**config.mk**
```make
export PLATFORM = sky130hd
export DESIGN_NAME = analog_dir_encoder_flat
export DESIGN_NICKNAME = d
export VERILOG_FILES = /design/src/rtl/analog_dir_encoder_pkg.sv /design/src/rtl/analog_dir_encoder_if.sv /design/src/rtl/analog_dir_encoder_axis_hysteresis.sv /design/src/rtl/analog_dir_encoder.sv /design/src/flat_wrapper.sv
export SDC_FILE = /design/constraint.sdc
export NUM_CORES = 1
export LEC_CHECK = 0
export ABC_AREA = 0
export BUFFER_PORTS_ARGS = -buffer_cell sky130_fd_sc_hd__buf_2
export CAP_MARGIN = 20
export CELL_PAD_IN_SITES_DETAIL_PLACEMENT = 1
export CELL_PAD_IN_SITES_GLOBAL_PLACEMENT = 2
export CORE_ASPECT_RATIO = 0.5
export CORE_MARGIN = 3
export CORE_UTILIZATION = 40
export DETAILED_ROUTE_END_ITERATION = 6
export PLACE_DENSITY_LB_ADDON = 0.1
export SETUP_SLACK_MARGIN = 0.02
export SYNTH_ARGS = -nofsm -noshare
export SYNTH_HDL_FRONTEND = slang
export SYNTH_SLANG_ARGS = --single-unit
```
**constraint.sdc**
```tcl
create_clock -name clock -period 2.94 [get_ports clock]
set_clock_uncertainty 0.05 [all_clocks]
set_input_delay 0 -clock clock [delete_from_list [all_inputs] [get_ports clock]]
set_output_delay 0 -clock clock [all_outputs]
set_load 0.005 [all_outputs]
```
**src/rtl/analog_dir_encoder_pkg.sv**
```systemverilog
// Shared types for the analog stick to direction bus encoder.
// Axis state enum, direction bit positions in {up, down, left, right},
// and the helper that maps the two axis states onto the bus.
package analog_dir_encoder_pkg;

    typedef enum logic [1:0] {
        AX_CENTER = 2'd0,
        AX_NEG    = 2'd1,
        AX_POS    = 2'd2
    } axis_state_t;

    localparam int DIR_UP    = 3;
    localparam int DIR_DOWN  = 2;
    localparam int DIR_LEFT  = 1;
    localparam int DIR_RIGHT = 0;

    // An axis is only ever in one state, so opposite bits are mutually exclusive.
    function automatic logic [3:0] dir_from_axes(input axis_state_t x, input axis_state_t y);
        logic [3:0] d;
        d            = 4'b0000;
        d[DIR_UP]    = (y == AX_NEG);
        d[DIR_DOWN]  = (y == AX_POS);
        d[DIR_LEFT]  = (x == AX_NEG);
        d[DIR_RIGHT] = (x == AX_POS);
        return d;
    endfunction

endpackage

```
**src/rtl/analog_dir_encoder_if.sv**
```systemverilog
// Sample-in / direction-out bundle of the analog direction encoder.
// master: stick feed side (drives enable, samples); slave: the encoder.
// diroutput is {up, down, left, right}; dir_changed pulses on each change.
interface analog_dir_encoder_if;
    logic       enable;
    logic       sample_valid;
    logic [7:0] stick_x;
    logic [7:0] stick_y;
    logic [3:0] diroutput;
    logic       dir_changed;

    modport master (
        output enable, sample_valid, stick_x, stick_y,
        input  diroutput, dir_changed
    );

    modport slave (
        input  enable, sample_valid, stick_x, stick_y,
        output diroutput, dir_changed
    );
endinterface

```
**src/rtl/analog_dir_encoder_axis_hysteresis.sv**
```systemverilog
// Per-axis CENTER/NEG/POS classifier with press deadzone and release hysteresis.
// Ports: clock/reset, clear (force CENTER), eval (update strobe), value (signed 8b),
// state (registered axis state, changes only on eval edges or clear/reset).
module axis_hysteresis
    import analog_dir_encoder_pkg::*;
#(
    parameter logic [7:0] DEADZONE = 8'd48,
    parameter logic [7:0] HYST     = 8'd16
) (
    input  logic        clock,
    input  logic        reset,
    input  logic        clear,
    input  logic        eval,
    input  logic [7:0]  value,
    output axis_state_t state
);

    // 9-bit signed compares so -128 and -DEADZONE never wrap.
    localparam logic signed [8:0] PRESS  = $signed({1'b0, DEADZONE});
    localparam logic signed [8:0] REL    = $signed({1'b0, DEADZONE - HYST});
    localparam logic signed [8:0] NPRESS = -PRESS;
    localparam logic signed [8:0] NREL   = -REL;

    logic signed [8:0] v;
    assign v = $signed({value[7], value});

    always_ff @(posedge clock or posedge reset) begin
        if (reset) begin
            state <= AX_CENTER;
        end else if (clear) begin
            state <= AX_CENTER;
        end else if (eval) begin
            case (state)
                AX_CENTER: begin
                    if (v <= NPRESS)     state <= AX_NEG;
                    else if (v >= PRESS) state <= AX_POS;
                end
                AX_NEG: begin
                    if (v >= PRESS)      state <= AX_POS;     // full swing, skip center
                    else if (v > NREL)   state <= AX_CENTER;
                end
                AX_POS: begin
                    if (v <= NPRESS)     state <= AX_NEG;
                    else if (v < REL)    state <= AX_CENTER;
                end
                default: state <= AX_CENTER;
            endcase
        end
    end

endmodule

```
**src/rtl/analog_dir_encoder.sv**
```systemverilog
// Analog stick X/Y to {up, down, left, right} bus with deadzone, hysteresis, debounce.
// Ports: clock, reset (async active-high), bus (slave): enable, sample strobe and
// stick values in; registered diroutput and one-cycle dir_changed pulse out.
module analog_dir_encoder
    import analog_dir_encoder_pkg::*;
#(
    parameter logic [7:0]  DEADZONE      = 8'd48,
    parameter logic [7:0]  HYST          = 8'd16,
    parameter logic [15:0] STABLE_CYCLES = 16'd4,
    parameter int          CNT_W         = 16
) (
    input logic                  clock,
    input logic                  reset,
    analog_dir_encoder_if.slave  bus
);

    localparam int S_EFF = (STABLE_CYCLES == 16'd0) ? 1 : int'(STABLE_CYCLES);
    // The first edge a new candidate is visible is the "changed" edge and counts
    // as one of the S_EFF cycles, so the steady-edge counter commits at S_EFF-2.
    localparam logic [CNT_W-1:0] CNT_TGT = (S_EFF >= 2) ? CNT_W'(S_EFF - 2) : '0;
    localparam bit               BYPASS  = (S_EFF == 1);

    logic [7:0]  sample_x;
    logic [7:0]  sample_y;
    logic        eval;
    logic        clear;
    axis_state_t x_state;
    axis_state_t y_state;
    logic [3:0]  candidate;
    logic [3:0]  last_candidate;
    logic [CNT_W-1:0] cnt;

    assign clear = ~bus.enable;

    // Samples are ignored while disabled; eval marks the edge after a capture.
    always_ff @(posedge clock or posedge reset) begin
        if (reset) begin
            sample_x <= '0;
            sample_y <= '0;
            eval     <= 1'b0;
        end else begin
            eval <= bus.sample_valid & bus.enable;
            if (bus.sample_valid && bus.enable) begin
                sample_x <= bus.stick_x;
                sample_y <= bus.stick_y;
            end
        end
    end

    axis_hysteresis #(.DEADZONE(DEADZONE), .HYST(HYST)) u_ax_x (
        .clock (clock),
        .reset (reset),
        .clear (clear),
        .eval  (eval),
        .value (sample_x),
        .state (x_state)
    );

    axis_hysteresis #(.DEADZONE(DEADZONE), .HYST(HYST)) u_ax_y (
        .clock (clock),
        .reset (reset),
        .clear (clear),
        .eval  (eval),
        .value (sample_y),
        .state (y_state)
    );

    assign candidate = dir_from_axes(x_state, y_state);

    always_ff @(posedge clock or posedge reset) begin
        if (reset) begin
            bus.diroutput   <= 4'b0000;
            bus.dir_changed <= 1'b0;
            last_candidate  <= 4'b0000;
            cnt             <= '0;
        end else begin
            last_candidate  <= candidate;
            bus.dir_changed <= 1'b0;
            if (!bus.enable) begin
                cnt             <= '0;
                bus.diroutput   <= 4'b0000;
                bus.dir_changed <= |bus.diroutput;
            end else if (candidate == bus.diroutput) begin
                cnt <= '0;
            end else if (BYPASS) begin
                bus.diroutput   <= candidate;
                bus.dir_changed <= 1'b1;
                cnt             <= '0;
            end else if (candidate == last_candidate) begin
                if (cnt == CNT_TGT) begin
                    bus.diroutput   <= candidate;
                    bus.dir_changed <= 1'b1;
                    cnt             <= '0;
                end else begin
                    cnt <= cnt + 1'b1;
                end
            end else begin
                // Candidate moved: restart the stability window.
                cnt <= '0;
            end
        end
    end

endmodule

```
**src/flat_wrapper.sv**
```systemverilog
// flat-port wrapper written by rule: the top's interface ports become plain ports
module analog_dir_encoder_flat import analog_dir_encoder_pkg::*;
#(
    parameter logic [7:0]  DEADZONE      = 8'd48,
    parameter logic [7:0]  HYST          = 8'd16,
    parameter logic [15:0] STABLE_CYCLES = 16'd4,
    parameter int          CNT_W         = 16
)
  (clock, reset, bus_enable, bus_sample_valid, bus_stick_x, bus_stick_y, bus_diroutput, bus_dir_changed);
  analog_dir_encoder_if bus_i ();
  input logic clock;
  input logic reset;
  input wire logic [$bits(bus_i.enable)-1:0] bus_enable;
  input wire logic [$bits(bus_i.sample_valid)-1:0] bus_sample_valid;
  input wire logic [$bits(bus_i.stick_x)-1:0] bus_stick_x;
  input wire logic [$bits(bus_i.stick_y)-1:0] bus_stick_y;
  output wire logic [$bits(bus_i.diroutput)-1:0] bus_diroutput;
  output wire logic [$bits(bus_i.dir_changed)-1:0] bus_dir_changed;
  assign bus_i.enable = bus_enable;
  assign bus_i.sample_valid = bus_sample_valid;
  assign bus_i.stick_x = bus_stick_x;
  assign bus_i.stick_y = bus_stick_y;
  assign bus_diroutput = bus_i.diroutput;
  assign bus_dir_changed = bus_i.dir_changed;
  analog_dir_encoder #(.DEADZONE(DEADZONE), .HYST(HYST), .STABLE_CYCLES(STABLE_CYCLES), .CNT_W(CNT_W)) u_core (.clock(clock), .reset(reset), .bus(bus_i));
endmodule
```
==> flow_summary.yaml, run 1 <==
outcome:
  status: "complete, no violations"
placement:
  io_buffer_count: 24
  routabilityCongestion: 0.728
  post-dp-hpwl_mm: 3.15
global_routing:
  grt_pass1_wl_mm: 7.96
  grt_pass1_vias: 1693
  grt_max_degree: 47
  grt_usage_pct: 15.4
  overflow: 0
  antenna_found_initial: 0
clock_tree:
  cts.clk_slew.worst_paths_ns: 0.08
  clock_sinks: 46
  clk_latency_ns: 0.29
  holdBufCountCts: 17
  cts.path.max_buffers: 2
  cts_buffers: 5
  postCtsSetupBuffers: 0
  cts_tree: "done"
  cts_max_level: 2
  cts-root-buf: "clkbuf_8"
  cts_resized: 0
die:
  core_area_um2: 5160
  io_pins: 25
  die_w_um: 112
  die_h_um: 58.9
  die-area_um2: 6590
  start_util_pct: 43.4
  rows: 18
detailed_routing:
  drc: 0
  vias_per_cell: 5.12
  ant_nets: 0
  num_vias: 1604
  drt_iter0_drc: 40
  drt_wl_total_mm: 4.60
  dr.pass1.iters: 4
  wl_per_cell_um: 14.7
synthesis:
  synth-edff-count: 0
  syn_avg_cell_area_um2: 11.1
  synthAdderAreaFrac_pct: 1.12
  syn_area_um2: 2240
  syn_nets: 223
  muxShareOfSynthArea_pct: 10.3
  synth_compound_area_share_pct: 7.37
  synth_top_family_by_area: "simple AND/OR/NAND/NOR gates"
  synth-seq-cells: 46
  synthXorXnorAreaFrac_pct: 6.65
  synth_warnings: 0
  synthCells: 201
  synth-simple-area-share_pct: 19.5
  synthFlopType: "dfrtp_1"
  synth_cell_types: 46
  synthArstFlopShare_pct: 100
  seq_area_frac_synth_pct: 51.4
pwr:
  peakVddDrop_v: 0.000281
  leakage_nw: 1.26
  power_per_cell_area_nw_per_um2: 560
timing:
  max_clock_freq_ghz: 0.556
  hold_viol: 0
  grt_setup_unrepaired: "no"
  tns_ns: 0
  slew_headroom_pct: 36.5
  setup_viol: 0
  min_period_ns: 1.80
  fin_crit_sh_pct: 61.2
  drv_slew: 0
  hold_ws_ns: 0.0753
  worst_pin_slew_ns: 0.951
job:
  maxCapViolations: 0
finish:
  drive_above_1_share_pct: 23.5
  nets: 265
  layout_common_cells: "dfrtp_1, buf_2, nor2_1, mux2_2, dlygate4sd3_1"
  fillers: 588
  syn2layout_area_growth_pct: 19.9
  num_antenna_cells: 0
  final_common_cell: "dfrtp_1"
setup_path:
  start_kind: "flip-flop"
  crit_buf_inv: 0
  critPathTopFamily: "flip-flops"
  crit_arrival_ns: 1.93
  end_kind: "flip-flop"
  critical_path.cell_chain: "xor2_1 -> a22oi_1 -> o221a_2 -> nand3_2 -> mux2i_1"
  cpPeakStageDelay_ns: 0.52
  critPathSlowestCell: "dfrtp_1"
  cp_max_fo: 8
  worst_ep_required_time_ns: 3.07
  critPathKind: "flip-flop to flip-flop"
hold_path:
  hp-class: "primary input to flip-flop"
==> kinds of logic after synthesis <==
group / Yosys count
AO/OA/AOI/OAI: 23
AND/OR/NAND/NOR: 76
adder cells (fa/ha/maj): 2
flip-flops: 46
multiplexers: 21
buffers and inverters: 16
XOR/XNOR: 17
==> power breakdown <==
| group | internal (mW) | switching [mW] | total, mW |
|---|---|---|---|
| combinational | 0.133 | 0.135 | 0.268 |
| sequential | 0.690 | 0.0687 | 0.758 |
| clock | 0.272 | 0.206 | 0.478 |
==> per-layer routing <==
layer,share of wire [%],track usage (%),vias to the layer above
met1,47,19.2,800
met2,48,27.7,14
met5,0,0,-
met3,3.7,3.70,5
met4,0.54,3.64,0
li1,-,-,785
==> layout make-up <==
type / count / area, um2 / share of cell area (%)
inverters: 10 / 37.5 / 1.40
well taps: 70 / 87.6 / 3.26
clock buffers: 6 / 82.6 / 3.07
repair buffers: 41 / 290 / 10.8
clock inverters: 1 / 30.0 / 1.12
flip-flops and latches: 46 / 1150 / 42.9
multi-input cells: 139 / 1010 / 37.5
==> registers in the layout, indices dropped and copies added, names as in the netlist <==
signal / cells
u_core.sample_x: 8
u_core.eval: 1
u_core.u_ax_x.state: 2
u_core.last_candidate: 4
u_core.bus.dir_changed: 1
u_core.u_ax_y.state: 2
u_core.cnt: 16
u_core.sample_y: 8
u_core.bus.diroutput: 4
==> path summary, 6_finish.rpt <==
path / end / slack (ns) / start / cells past startpoint
setup / recovery: u_core.bus.diroutput[2] / 1.14 / u_core.u_ax_y.state[0] / 5
hold / removal: u_core.u_ax_x.state[0] / 0.08 / bus_enable / 2
setup reg to reg: u_core.bus.diroutput[2] / 1.14 / u_core.u_ax_y.state[0] / 5
hold reg to reg: u_core.sample_y[1] / 0.45 / u_core.sample_y[1] / 1
max in group asynchronous: u_core.cnt[10] / 1.82 / reset / 3
min in group asynchronous: u_core.sample_y[3] / 0.43 / reset / 3
==> through the flow <==
step | util [%] | setup WS, ns | instances | power [mW] | cell area [um2]
2_1_floorplan | - | 1.34 | 201 | 0.974 | 2240
3_3_place_gp | 46.6 | 1.19 | 289 | 1.02 | 2400
3_5_place_dp | 46.6 | 1.17 | 289 | 1.03 | 2400
4_1_cts | 52.1 | 1.12 | 313 | 1.53 | 2690
5_1_grt | 52.1 | 0.965 | 313 | 1.60 | 2690
6_report | 52.1 | 1.14 | 313 | 1.50 | 2690
==> synth_stat cells (all sizes together) (2+ instances only) <==
cell type	count	area share, %
nor2	22	3.8
dfrtp	46	51
nand2	14	2.3
xnor2	8	3.1
or4	4	1.3
nand3	7	1.8
nor4	4	1.1
mux2	17	8.5
and4	3	1.2
nor2b	4	1.5
xor2	9	3.5
buf	5	1.8
a31oi	4	1.1
and3	7	2.0
inv	10	1.7
nand2b	2	0.56
o21ai	2	0.45
nand4b	2	1.5
mux2i	4	1.8
a21oi	6	1.3
ha	2	1.1
(Power assumes the default switching activity.)
==> inputs of run 2 (changes only) <==
--- a/config.mk
+++ b/config.mk
@@ -12,7 +12,7 @@
 export CELL_PAD_IN_SITES_GLOBAL_PLACEMENT = 2
 export CORE_ASPECT_RATIO = 0.5
 export CORE_MARGIN = 3
-export CORE_UTILIZATION = 40
+export CORE_UTILIZATION = 38
 export DETAILED_ROUTE_END_ITERATION = 6
 export PLACE_DENSITY_LB_ADDON = 0.1
 export SETUP_SLACK_MARGIN = 0.02
==> constraint.sdc (replaced) <==
create_clock -name clock -period 1.9 [get_ports clock]
set_clock_uncertainty 0.05 [all_clocks]
set_input_delay 0 -clock clock [delete_from_list [all_inputs] [get_ports clock]]
set_output_delay 0 -clock clock [all_outputs]
set_load 0.005 [all_outputs]
==> run 2 against run 1 <==
Global-route usage grew 1.0 points. Maximum frequency rose by 3.0%. Combinational power rose by 93%. Wire length rose by 12%. Power increased by 69%. Clock power grew 78%. Count of clock-buffer cells in the layout unchanged. Non-clock buffer count grew 4. Flip-flop and latch count unchanged. Via count rose by 4.4%.
==> flow_summary.yaml, run 2 (synthesized netlist as in run 1, its figures left out) <==
timing:
  min_period_ns: 1.75
  grt_setup_unrepaired: "no"
  fin_crit_sh_pct: 91.9
  slew_headroom_pct: 69.1
  tns_ns: 0
  hold_viol: 0
  hold_ws_ns: 0.0868
  max_clock_freq_ghz: 0.572
  setup_viol: 0
  worst_pin_slew_ns: 0.463
  drv_slew: 0
finish:
  layout_common_cells: "dfrtp_1, buf_2, nor2_1, mux2_2, dlygate4sd3_1"
  final_common_cell: "dfrtp_1"
  reg_top3: "u_core.cnt x16, u_core.sample_x x8, u_core.sample_y x8"
  nets: 270
  syn2layout_area_growth_pct: 25.5
  regMostFlops: "u_core.cnt"
  largest_reg_flops: 16
  num_antenna_cells: 0
  drive_above_1_share_pct: 25.7
pwr:
  peakVddDrop_v: 0.000392
  p_switching_uw: 744
  clkPwrFrac_pct: 33.4
  sw_frac_of_total_pct: 29.2
  seqPwrFrac_pct: 46.3
  power_per_cell_area_nw_per_um2: 907
  leakage_nw: 1.32
  p_comb_share_pct: 20.3
  p_int_mw: 1.80
setup_path:
  r2r_cells: 5
  crit_arrival_ns: 1.91
  crit_buf_inv: 0
  start_kind: "flip-flop"
  critPathTopFamily: "simple AND/OR/NAND/NOR gates"
  r2r-start: "u_core.u_ax_x.state[0]"
  critPathSlowestCell: "dfrtp_1"
  cp.depth: 5
  cp_max_fo: 6
  critPathKind: "flip-flop to flip-flop"
  critical_path.cell_chain: "xor2_1 -> or3_1 -> a22o_2 -> nand3_4 -> mux2i_1"
  rrSetupSlack_ns: 0.15
  r2r_end: "u_core.bus.diroutput[2]"
  end_kind: "flip-flop"
  worst_ep_required_time_ns: 2.06
  cpPeakStageDelay_ns: 0.44
detailed_routing:
  num_vias: 1675
  vias_per_cell: 5.20
  drc: 0
  wl_per_cell_um: 16.0
  dr.pass1.iters: 4
  drt_iter0_drc: 45
  drt_wl_total_mm: 5.14
  ant_nets: 0
clock_tree:
  cts_tree: "done"
  cts.path.max_buffers: 2
  cts_buffers: 5
  cts.clk_slew.worst_paths_ns: 0.06
  clk_latency_ns: 0.29
  cts-root-buf: "clkbuf_16"
  cts_max_level: 2
  clock_sinks: 46
job:
  maxCapViolations: 0
die:
  start_util_pct: 40.1
  die-area_um2: 6910
  core_area_um2: 5590
  die_h_um: 60.3
  io_pins: 25
  rows: 19
  die_w_um: 115
placement:
  post-dp-hpwl_mm: 3.42
  routabilityCongestion: 0.743
  io_buffer_count: 24
global_routing:
  overflow: 0
  grt_max_degree: 28
  grt_pass1_wl_mm: 8.42
  grt_pass1_vias: 1711
  grt_usage_pct: 16.4
  antenna_found_initial: 0
hold_path:
  hp-start: "bus_sample_valid"
  hold-path-cell-count: 4
  hold_end: "u_core.eval"
  hp-class: "primary input to flip-flop"
outcome:
  status: "complete, no violations"
run 2: area by class of cell:
cell class                 instances  area, um2
clock buffer                       6        129
clock inverter                     2       13.8
fill                             611       2780
inverter                          10       37.5
multi-input combinational        140       1050
sequential                        46       1150
tap                               73       91.3
timing repair buffer              45        333
run 2: layer usage:
metal,vias to the layer above,global-route usage [%],share of wire [%]
met5,-,0,0
met4,0,6.09,1.4
met3,8,4.55,2.8
met2,15,26.7,48
met1,840,21.2,48
li1,812,-,-
run 2: worst max-delay path by stage:
stage                                         end              startpoint  slack [ns]
final                     u_core.bus.diroutput[2]  u_core.u_ax_x.state[0]        0.15
after global routing      u_core.bus.diroutput[1]  u_core.u_ax_x.state[0]        0.04
after CTS                           u_core.cnt[9]  u_core.u_ax_y.state[0]        0.09
after detailed placement            u_core.cnt[7]  u_core.u_ax_y.state[0]        0.12
after global placement    u_core.bus.diroutput[3]  u_core.u_ax_x.state[0]        0.13
after floorplan            u_core.u_ax_x.state[0]      u_core.sample_x[0]        0.30
run 2: worst min-delay path: cells and delay by family:
kind          cells  cell delay, ns
buf+inv           3            0.34
simple gates      1            0.04
run 2: metrics by stage:
| stage | setup slack [ns] | std cells | util, % | total power, mW | instance area (um2) |
|---|---|---|---|---|---|
| floorplan | 0.303 | 201 | - | 1.51 | 2240 |
| global placement | 0.133 | 296 | 43.9 | 1.59 | 2450 |
| detailed placement | 0.115 | 296 | 43.9 | 1.61 | 2450 |
| CTS | 0.0863 | 321 | 49.5 | 2.51 | 2760 |
| global route | 0.0412 | 322 | 50.3 | 2.70 | 2810 |
| finish | 0.153 | 322 | 50.3 | 2.55 | 2810 |
run 2: repair_timing:
item | 4_1_cts | 5_1_grt
hold buffers | 17 | 0
endpoints found under the hold margin | 35 | 0
setup endpoints to repair | 0 | 21
setup buffers | 0 | 0
gates resized for setup | 0 | 5
run 2: power by group through the flow:
stage	registers, mW	clock network (mW)	logic [mW]
6_report	1.18	0.851	0.516
5_1_grt	1.20	0.930	0.576
3_5_place_dp	1.19	0	0.418
2_1_floorplan	1.14	0	0.366
3_3_place_gp	1.19	0	0.402
4_1_cts	1.18	0.887	0.446
